`src/rtl/vga_timing_pkg.sv`:
```
// Shared constants and helpers for the VGA raster timing generator.
// Defaults describe 640x480@60 with a 25 MHz pixel rate from a 50 MHz clock.
package vga_timing_pkg;

    localparam int DEF_CLK_DIV  = 2;
    localparam int DEF_H_ACTIVE = 640;
    localparam int DEF_H_FP     = 16;
    localparam int DEF_H_SYNC   = 96;
    localparam int DEF_H_BP     = 48;
    localparam int DEF_V_ACTIVE = 480;
    localparam int DEF_V_FP     = 10;
    localparam int DEF_V_SYNC   = 2;
    localparam int DEF_V_BP     = 33;
    localparam int DEF_CW       = 16;

    localparam logic POL_LOW  = 1'b0;
    localparam logic POL_HIGH = 1'b1;

    function automatic int axis_total(input int act, input int fp, input int sync, input int bp);
        return act + fp + sync + bp;
    endfunction

    function automatic int h_total(input int act, input int fp, input int sync, input int bp);
        return axis_total(act, fp, sync, bp);
    endfunction

    function automatic int v_total(input int act, input int fp, input int sync, input int bp);
        return axis_total(act, fp, sync, bp);
    endfunction

endpackage

```
`src/rtl/vga_axis_counter.sv`:
```
// One raster axis: position counter plus sync/visible decode of the position
// it will hold after this clock, so the caller can register them in lockstep.
module vga_axis_counter
    import vga_timing_pkg::*;
#(
    parameter int   ACTIVE = DEF_H_ACTIVE,
    parameter int   FP     = DEF_H_FP,
    parameter int   SYNC   = DEF_H_SYNC,
    parameter int   BP     = DEF_H_BP,
    parameter logic POL    = POL_LOW,
    parameter int   CW     = DEF_CW
) (
    input  logic          clk,
    input  logic          rst,
    input  logic          step,
    output logic [CW-1:0] count,
    output logic          wrap,
    output logic          sync,
    output logic          vis
);

    localparam int            TOTAL      = axis_total(ACTIVE, FP, SYNC, BP);
    localparam logic [CW-1:0] LAST       = CW'(TOTAL - 1);
    localparam logic [CW-1:0] SYNC_START = CW'(ACTIVE + FP);
    localparam logic [CW-1:0] SYNC_END   = CW'(ACTIVE + FP + SYNC);
    localparam logic [CW-1:0] VIS_END    = CW'(ACTIVE);

    generate
        if (ACTIVE < 1 || FP < 1 || SYNC < 1 || BP < 1) begin : g_bad_timing
            $error("vga_axis_counter: every timing parameter must be non-zero");
        end
    endgenerate

    logic [CW-1:0] count_next;
    logic          in_sync;

    // NOTE: every combinational output gets a default before any branch, so no latch is inferred.
    always_comb begin
        wrap       = step && (count == LAST);
        count_next = count;
        if (step) begin
            count_next = wrap ? '0 : count + 1'b1;
        end
        in_sync = (count_next >= SYNC_START) && (count_next < SYNC_END);
        sync    = in_sync ? POL : ~POL;
        vis     = count_next < VIS_END;
    end

    // NOTE: state registers use non-blocking assignments so all flops update together.
    always_ff @(posedge clk) begin
        if (rst) begin
            count <= '0;
        end else begin
            count <= count_next;
        end
    end

endmodule

```
`src/rtl/vga_timing_gen.sv`:
```
// VGA raster timing generator: pixel-rate divider, x/y axis counters and
// registered sync, active, line-end and frame-start outputs.
module vga_timing_gen
    import vga_timing_pkg::*;
#(
    parameter int   CLK_DIV  = DEF_CLK_DIV,
    parameter int   H_ACTIVE = DEF_H_ACTIVE,
    parameter int   H_FP     = DEF_H_FP,
    parameter int   H_SYNC   = DEF_H_SYNC,
    parameter int   H_BP     = DEF_H_BP,
    parameter int   V_ACTIVE = DEF_V_ACTIVE,
    parameter int   V_FP     = DEF_V_FP,
    parameter int   V_SYNC   = DEF_V_SYNC,
    parameter int   V_BP     = DEF_V_BP,
    parameter logic HS_POL   = POL_LOW,
    parameter logic VS_POL   = POL_LOW,
    parameter int   CW       = DEF_CW
) (
    input  logic          clk,
    input  logic          rst,
    input  logic          en,
    output logic          pix_ce,
    output logic [CW-1:0] x_c,
    output logic [CW-1:0] y_c,
    output logic          hsync,
    output logic          vsync,
    output logic          active,
    output logic          line_end,
    output logic          frame_start
);

    localparam int H_TOTAL = h_total(H_ACTIVE, H_FP, H_SYNC, H_BP);
    localparam int V_TOTAL = v_total(V_ACTIVE, V_FP, V_SYNC, V_BP);
    localparam int DW      = (CLK_DIV > 1) ? $clog2(CLK_DIV) : 1;

    generate
        if (CLK_DIV < 1) begin : g_bad_div
            $error("vga_timing_gen: CLK_DIV must be at least 1");
        end
        if (CW < 1 || CW > 31 || ((H_TOTAL - 1) >> CW) != 0 || ((V_TOTAL - 1) >> CW) != 0) begin : g_bad_cw
            $error("vga_timing_gen: CW too narrow for H_TOTAL-1 / V_TOTAL-1");
        end
    endgenerate

    logic [DW-1:0] div;
    logic          tick;
    logic          x_wrap, y_wrap, h_sync, v_sync, h_vis, v_vis;

    // tick is the clock in which the raster advances one pixel
    assign tick = en && (div == DW'(CLK_DIV - 1));

    vga_axis_counter #(
        .ACTIVE (H_ACTIVE), .FP (H_FP), .SYNC (H_SYNC), .BP (H_BP), .POL (HS_POL), .CW (CW)
    ) u_x (
        .clk (clk), .rst (rst), .step (tick),
        .count (x_c), .wrap (x_wrap), .sync (h_sync), .vis (h_vis)
    );

    vga_axis_counter #(
        .ACTIVE (V_ACTIVE), .FP (V_FP), .SYNC (V_SYNC), .BP (V_BP), .POL (VS_POL), .CW (CW)
    ) u_y (
        .clk (clk), .rst (rst), .step (x_wrap),
        .count (y_c), .wrap (y_wrap), .sync (v_sync), .vis (v_vis)
    );

    // Decodes come from the axis next-state, so they land with the counts they describe.
    always_ff @(posedge clk) begin
        if (rst) begin
            div         <= '0;
            pix_ce      <= 1'b0;
            line_end    <= 1'b0;
            frame_start <= 1'b0;
            active      <= 1'b0;
            hsync       <= ~HS_POL;
            vsync       <= ~VS_POL;
        end else begin
            if (en) begin
                div <= tick ? '0 : div + 1'b1;
            end
            pix_ce      <= tick;
            line_end    <= x_wrap;
            frame_start <= x_wrap & y_wrap;
            active      <= h_vis & v_vis;
            hsync       <= h_sync;
            vsync       <= v_sync;
        end
    end

endmodule

```
`config.mk`:
```
export PLATFORM = sky130hd
export DESIGN_NAME = vga_timing_gen
export DESIGN_NICKNAME = d
export VERILOG_FILES = /design/src/rtl/vga_timing_pkg.sv /design/src/rtl/vga_axis_counter.sv /design/src/rtl/vga_timing_gen.sv
export SDC_FILE = /design/constraint.sdc
export NUM_CORES = 1
export LEC_CHECK = 0
export ABC_AREA = 1
export CORE_MARGIN = 4
export CORE_UTILIZATION = 53
export CTS_CLUSTER_SIZE = 28
export DETAILED_ROUTE_END_ITERATION = 7
export PLACE_DENSITY = 0.85
export SLEW_MARGIN = 20
export SYNTH_ARGS = -nofsm -noshare
export SYNTH_HDL_FRONTEND = slang
export SYNTH_HIERARCHICAL = 1
export SYNTH_SLANG_ARGS = --single-unit
```
`constraint.sdc`:
```
create_clock -name clk -period 3.5 [get_ports clk]
set_input_delay 1.05 -clock clk [delete_from_list [all_inputs] [get_ports clk]]
set_output_delay 1.05 -clock clk [all_outputs]
set_load 0.02 [all_outputs]
```
==> flow_summary.yaml, run 1 <==
drt:
  dr_wl_met3_um: 341
  met1Wirelength_um: 2610
  drtIter0Drc: 199
  drt_first_pass_iters: 5
  via_per_inst: 5.39
  avgRoutedWirePerCell_um: 12.5
  ant_nets: 0
  vias: 2642
  routed-wl-met2_um: 2950
  drc_errors: 0
  top_layer_used: "met4"
  drt_wl_total_um: 6140
worst_setup_path:
  cp_slowest_cell: "clkdlybuf4s50_1"
  startpoint_type: "primary input"
  critPathKind: "in2reg"
  timing.rr.end: "vsync$_SDFF_PP1_"
  path_max_fanout: 6
  regToRegSetupSlack_ns: 0.98
  end_kind: "flop"
  cpMostUsedCell: "nand2_1"
  worstRegToRegCells: 16
  cp_slowest_stage_delay_ns: 0.48
  crit_chain: "clkdlybuf4s50_1 -> nand2_1 -> inv_1 -> nand3_1 -> nor2_1 -> nand3_2 -> inv_2 -> buf_4 -> inv_4 -> nor2_2 -> nand2_1 -> nor2_1 -> nand2_1 -> nand2_2 -> nand3_1 -> nor2_1 -> nand2_1 -> or2_1"
  required_ns: 3.68
  cp.arrival_ns: 3.42
  r2r_start: "u_x/count[0]$_SDFF_PP0_"
cells_and_area:
  diodes: 0
  fin_nets: 444
  fillers: 417
  final_cell_area_um2: 2980
  ff_latch_area_um2: 781
  drive_gt1_share_pct: 12.6
  area_growth_pct: 23.5
  multi_input_area_um2: 1390
timing:
  tightest_slew_ns: 0.412
  slew_headroom_pct: 72.5
  slew_violations: 0
  period_share_pct: 92.3
  rsz0062_at_grt: "false"
  finalSetupViolations: 0
  setup_tns_ns: 0
  finalCriticalPeriod_ns: 3.23
  achievable-frequency_ghz: 0.309
  post-route-worst-setup-slack_ns: 0.268
  hold_viol: 0
  skew_ns: 0.00522
min_path:
  min_to: "pix_ce$_SDFF_PP0_"
  min_path_cells: 2
  hold_path_class: "reg2reg"
  min-delay-start: "div$_SDFFE_PP0P_"
placement:
  dpl.hpwl_um: 4550
  place_area_um2: 2890
  place_ws_ns: -0.0621
  portBuffers: 40
  gp_congestion: 0.881
grt:
  overflow: 0
  grt_start_max_net_pins: 40
  grt_pass1_wl_um: 10300
  grt_pass1_vias: 2491
  antenna_found_initial: 0
  grtUsageTotal_pct: 23.6
cts:
  clk-insertion-delay-late_ns: 0.29
  root_buffer: "clkbuf_8"
  post_cts_hold_buffer_count: 0
  clkSinkCount: 39
  clk_pin_slew_ns: 0.08
  h-tree-depth: 2
  cts_tree: "yes"
  cts.path.max_buffers: 2
  cts_made_buffers: 5
run:
  drv_cap: 0
die:
  coreArea_um2: 4380
  dieArea_um2: 5690
  die_h_um: 75.5
  num_rows: 24
  io_pins: 41
  start_util_pct: 55.0
  die_x_um: 75.5
synth:
  synth_area_per_cell_um2: 6.15
  synth_area_leaders: "dfxtp_1, nand2_1, nor2_1"
  syn_area_um2: 2410
  syn_inst: 392
  synth_nets: 398
  yosys.area.top_type_share_pct: 32.4
  synth_top_area_cell: "dfxtp_1"
  ys_ff_latch: 39
  seq_area_frac_synth_pct: 32.4
  yosys_warnings: 6
  ys_types: 32
power:
  total_power_uw: 786
  powerDensity_nw_per_um2: 264
  leakage_nw: 1.28
  vdd_drop_max_v: 0.000195
run_status:
  status: "completed"
per-stage QoR:
| stage | hold slack [ns] | instances | utilization [%] |
|---|---|---|---|
| finish | 0.494 | 490 | 68.0 |
| global route | 0.546 | 490 | 68.0 |
| CTS | 0.507 | 490 | 67.9 |
| detailed placement | 0.496 | 483 | 65.9 |
| global placement | 0.467 | 483 | 65.9 |
| floorplan | 0.451 | 392 | - |
worst max-delay path by stage:
stage / from / endpoint / slack [ns] / depth (start not counted)
after floorplan: en / vsync$_SDFF_PP1_ / 0.58 / 17
after global placement: en / vsync$_SDFF_PP1_ / 0.15 / 18
after detailed placement: en / vsync$_SDFF_PP1_ / -0.06 / 18
after CTS: en / vsync$_SDFF_PP1_ / 0.25 / 18
after global routing: en / vsync$_SDFF_PP1_ / 0.03 / 18
final: en / vsync$_SDFF_PP1_ / 0.27 / 18
layer usage:
layer / track usage, % / vias up
met2: 38.6 / 111
met3: 4.35 / 23
met5: 0 / -
li1: - / 1315
met4: 15.1 / 0
met1: 28.2 / 1193
cells in the mapped netlist:
cell	instances
nand2_1	104
nor2_1	70
inv_1	50
dfxtp_1	39
nand3_1	35
nor2_2	13
nand2_2	12
nor3_1	10
a21oi_1	9
nand4_1	8
nand3_2	4
nor2_4	4
clkbuf_1	3
ha_1	3
o21ai_0	3
a211oi_1	2
buf_2	2
clkinv_1	2
inv_2	2
nand2_4	2
o21ai_1	2
or2_1	2
xor2_1	2
a21oi_2	1
buf_1	1
buf_4	1
inv_4	1
nand3b_1	1
nor4_1	1
o21bai_1	1
or2_2	1
xnor2_1	1
flip-flops by register name, summed over array words and instances, names as in the netlist:
signal	flops
u_y/count	16
hsync	1
frame_start	1
line_end	1
pix_ce	1
u_x/count	16
div	1
vsync	1
active	1
timing repair:
| action | 4_1_cts | 5_1_grt |
|---|---|---|
| endpoints found under the hold margin | 0 | 0 |
| resized for setup | 0 | 2 |
| buffers inserted | 0 | 0 |
| endpoints found under the setup margin | 0 | 1 |
power breakdown:
part,switching (mW),internal (mW)
sequential,0.00243,0.446
combinational,0.0172,0.00911
clock,0.157,0.155
placed cells by master (no fill, tap or decap), drive strengths merged:
master	netlist	layout
inv	53	53
clkinv	2	3
a211oi	2	2
nand3	39	39
xor2	2	2
or2	3	3
nor4	1	1
clkdlybuf4s50	0	40
xnor2	1	1
o21bai	1	1
ha	3	3
a21oi	10	10
o21ai	5	5
buf	4	6
nand3b	1	1
clkbuf	3	6
nor2	87	87
nor3	10	10
dfxtp	39	39
nand2	118	118
nand4	8	8
layout make-up:
class                      count  share of cell area [%]
clock buffer                   6                    2.77
clock inverter                 1                   0.168
inverter                      55                    7.01
multi-input combinational    291                    46.7
sequential                    39                    26.2
tap                           52                    2.18
timing repair buffer          46                    14.9
cell families after synthesis:
kind of cell	synth area share, %
AO/OA/AOI/OAI	4.20
XOR/XNOR	1.09
adder cells (fa/ha/maj)	1.56
buffers and inverters	10.0
flip-flops	32.4
AND/OR/NAND/NOR	50.8
worst max-delay path: cells and delay by family:
family / cells / cell delay (ns)
AND/OR/NAND/NOR: 13 / 1.46
buffers and inverters: 5 / 0.89
No activity file was read; power rests on OpenSTA's default activity.
==> run 2, diff against run 1 <==
- CELL_PAD_IN_SITES_DETAIL_PLACEMENT: not set -> 1
- CELL_PAD_IN_SITES_GLOBAL_PLACEMENT: not set -> 2
- CORE_UTILIZATION: 53 -> 28
==> flow_summary.yaml, run 2 (synthesized netlist as in run 1, its figures left out) <==
run_status:
  status: "completed"
min_path:
  min-delay-start: "div$_SDFFE_PP0P_"
  min_path_cells: 2
  min_to: "pix_ce$_SDFF_PP0_"
  hold_path_class: "reg2reg"
worst_setup_path:
  required_ns: 3.69
  regToRegSetupSlack_ns: 0.99
  path_delay_family: "simple AND/OR/NAND/NOR gates"
  crit_chain: "clkdlybuf4s50_1 -> nand2_1 -> inv_1 -> nand3_1 -> nor2_1 -> nand3_2 -> inv_2 -> buf_12 -> inv_4 -> nor2_2 -> nand2_1 -> nand2_1 -> nand3_1 -> nor2_1 -> nand2_1 -> nor2_1 -> nand2_1 -> or2_1"
  r2r_start: "u_x/count[1]$_SDFF_PP0_"
  end_kind: "flop"
  path_max_fanout: 6
  critPathBufInv: 5
  timing.rr.end: "vsync$_SDFF_PP1_"
  critPathKind: "in2reg"
  worstRegToRegCells: 16
  cpMostUsedCell: "nand2_1"
  cp_slowest_stage_delay_ns: 0.48
  cp_slowest_cell: "clkdlybuf4s50_1"
  cp.arrival_ns: 3.43
  startpoint_type: "primary input"
cts:
  clk_pin_slew_ns: 0.08
  clk-insertion-delay-late_ns: 0.30
  cts_tree: "yes"
  cts.path.max_buffers: 2
  cts_made_buffers: 5
  post_cts_hold_buffer_count: 0
  postCtsSetupBuffers: 0
  root_buffer: "clkbuf_8"
  clkSinkCount: 39
  h-tree-depth: 2
drt:
  drt_wl_total_um: 7550
  via_per_inst: 4.74
  avgRoutedWirePerCell_um: 13.9
  drt_first_pass_iters: 4
  vias: 2576
  drtIter0Drc: 47
  drc_errors: 0
  ant_nets: 0
die:
  die_x_um: 101
  die_h_um: 101
  num_rows: 33
  coreArea_um2: 8300
  dieArea_um2: 10200
  start_util_pct: 29.1
  io_pins: 41
power:
  power_switching_share_pct: 22.8
  leakage_nw: 1.30
  clock_power_share_pct: 45.0
  p_sw_uw: 197
  pwr-share-seq_pct: 51.9
  combinationalPowerShare_pct: 3.2
  intPower_uw: 668
  powerDensity_nw_per_um2: 281
  vdd_drop_max_v: 0.000170
timing:
  tightest_slew_ns: 0.436
  slew_headroom_pct: 71.0
  setup_tns_ns: 0
  finalSetupViolations: 0
  hold_viol: 0
  finalCriticalPeriod_ns: 3.24
  achievable-frequency_ghz: 0.309
  slew_violations: 0
  skew_ns: 0.0109
  rsz0062_at_grt: "false"
  period_share_pct: 92.5
grt:
  grtUsageTotal_pct: 15.9
  grt_pass1_wl_um: 12900
  overflow: 0
  grt_pass1_vias: 2654
  antenna_found_initial: 0
  grt_start_max_net_pins: 40
cells_and_area:
  area_growth_pct: 27.7
  fin_nets: 444
  drive_gt1_share_pct: 12.5
  final_common_cell: "nand2_1"
  reg_top3: "u_x/count: 16 flops, u_y/count: 16 flops"
  mostFrequentLayoutCells: "nand2_1, nor2_1, inv_1"
  diodes: 0
  finalCoreUtilization_pct: 37.1
  fillers: 1130
  final_cell_area_um2: 3080
placement:
  place_area_um2: 2970
  gp_congestion: 0.862
  portBuffers: 40
  dpl.hpwl_um: 5960
run:
  drv_cap: 0
-- run 2: worst max-delay path by stage --
stage	from	endpoint	slack [ns]	cells after the start
5_1_grt	en	active$_SDFF_PP0_	0.03	20
6_report	en	vsync$_SDFF_PP1_	0.26	18
2_1_floorplan	en	vsync$_SDFF_PP1_	0.58	17
4_1_cts	en	vsync$_SDFF_PP1_	0.17	18
3_3_place_gp	en	vsync$_SDFF_PP1_	0.04	18
3_5_place_dp	en	vsync$_SDFF_PP1_	-0.06	18
-- run 2: stage by stage --
stage               instances  power (mW)  hold WS (ns)  setup slack (ns)
floorplan                 392       0.473         0.451             0.583
global placement          536       0.486         0.466            0.0405
detailed placement        536       0.487         0.477           -0.0624
CTS                       544       0.885         0.490             0.172
global route              544       0.909         0.516            0.0331
finish                    544       0.865         0.484             0.261
-- run 2: per-layer routing --
metal	routed length, µm	share of wire (%)	track usage (%)	vias up
met5	0	0	0	-
met4	41	0.54	3.11	0
met3	229	3.0	2.98	3
met2	3790	50	28.5	38
met1	3490	46	19.8	1232
li1	-	-	-	1303
-- run 2: area by class of cell --
| type | count | area, µm² | share of cell area, % |
|---|---|---|---|
| clock buffers | 5 | 68.8 | 2.23 |
| clock inverters | 3 | 43.8 | 1.42 |
| inverters | 55 | 209 | 6.78 |
| multi-input cells | 291 | 1390 | 45.1 |
| flip-flops and latches | 39 | 781 | 25.3 |
| well taps | 105 | 131 | 4.26 |
| repair buffers | 46 | 458 | 14.9 |
-- run 2: power by group through the flow --
stage | Combinational, mW | Sequential (mW) | Clock [mW]
2_1_floorplan | 0.0123 | 0.461 | 0
3_5_place_dp | 0.0276 | 0.459 | 0
5_1_grt | 0.0302 | 0.449 | 0.430
6_report | 0.0273 | 0.448 | 0.389
3_3_place_gp | 0.0272 | 0.459 | 0
4_1_cts | 0.0278 | 0.448 | 0.409
-- run 2: worst min-delay path, cell delays in order (launching register included) --
cell and delay (ns):
dfxtp_1 0.32, nand2_1 0.09, nor2_1 0.04
-- run 2: repair_timing --
action,CTS,global route
resized for setup,0,1
hold endpoints to repair,0,0
setup endpoints to repair,0,2
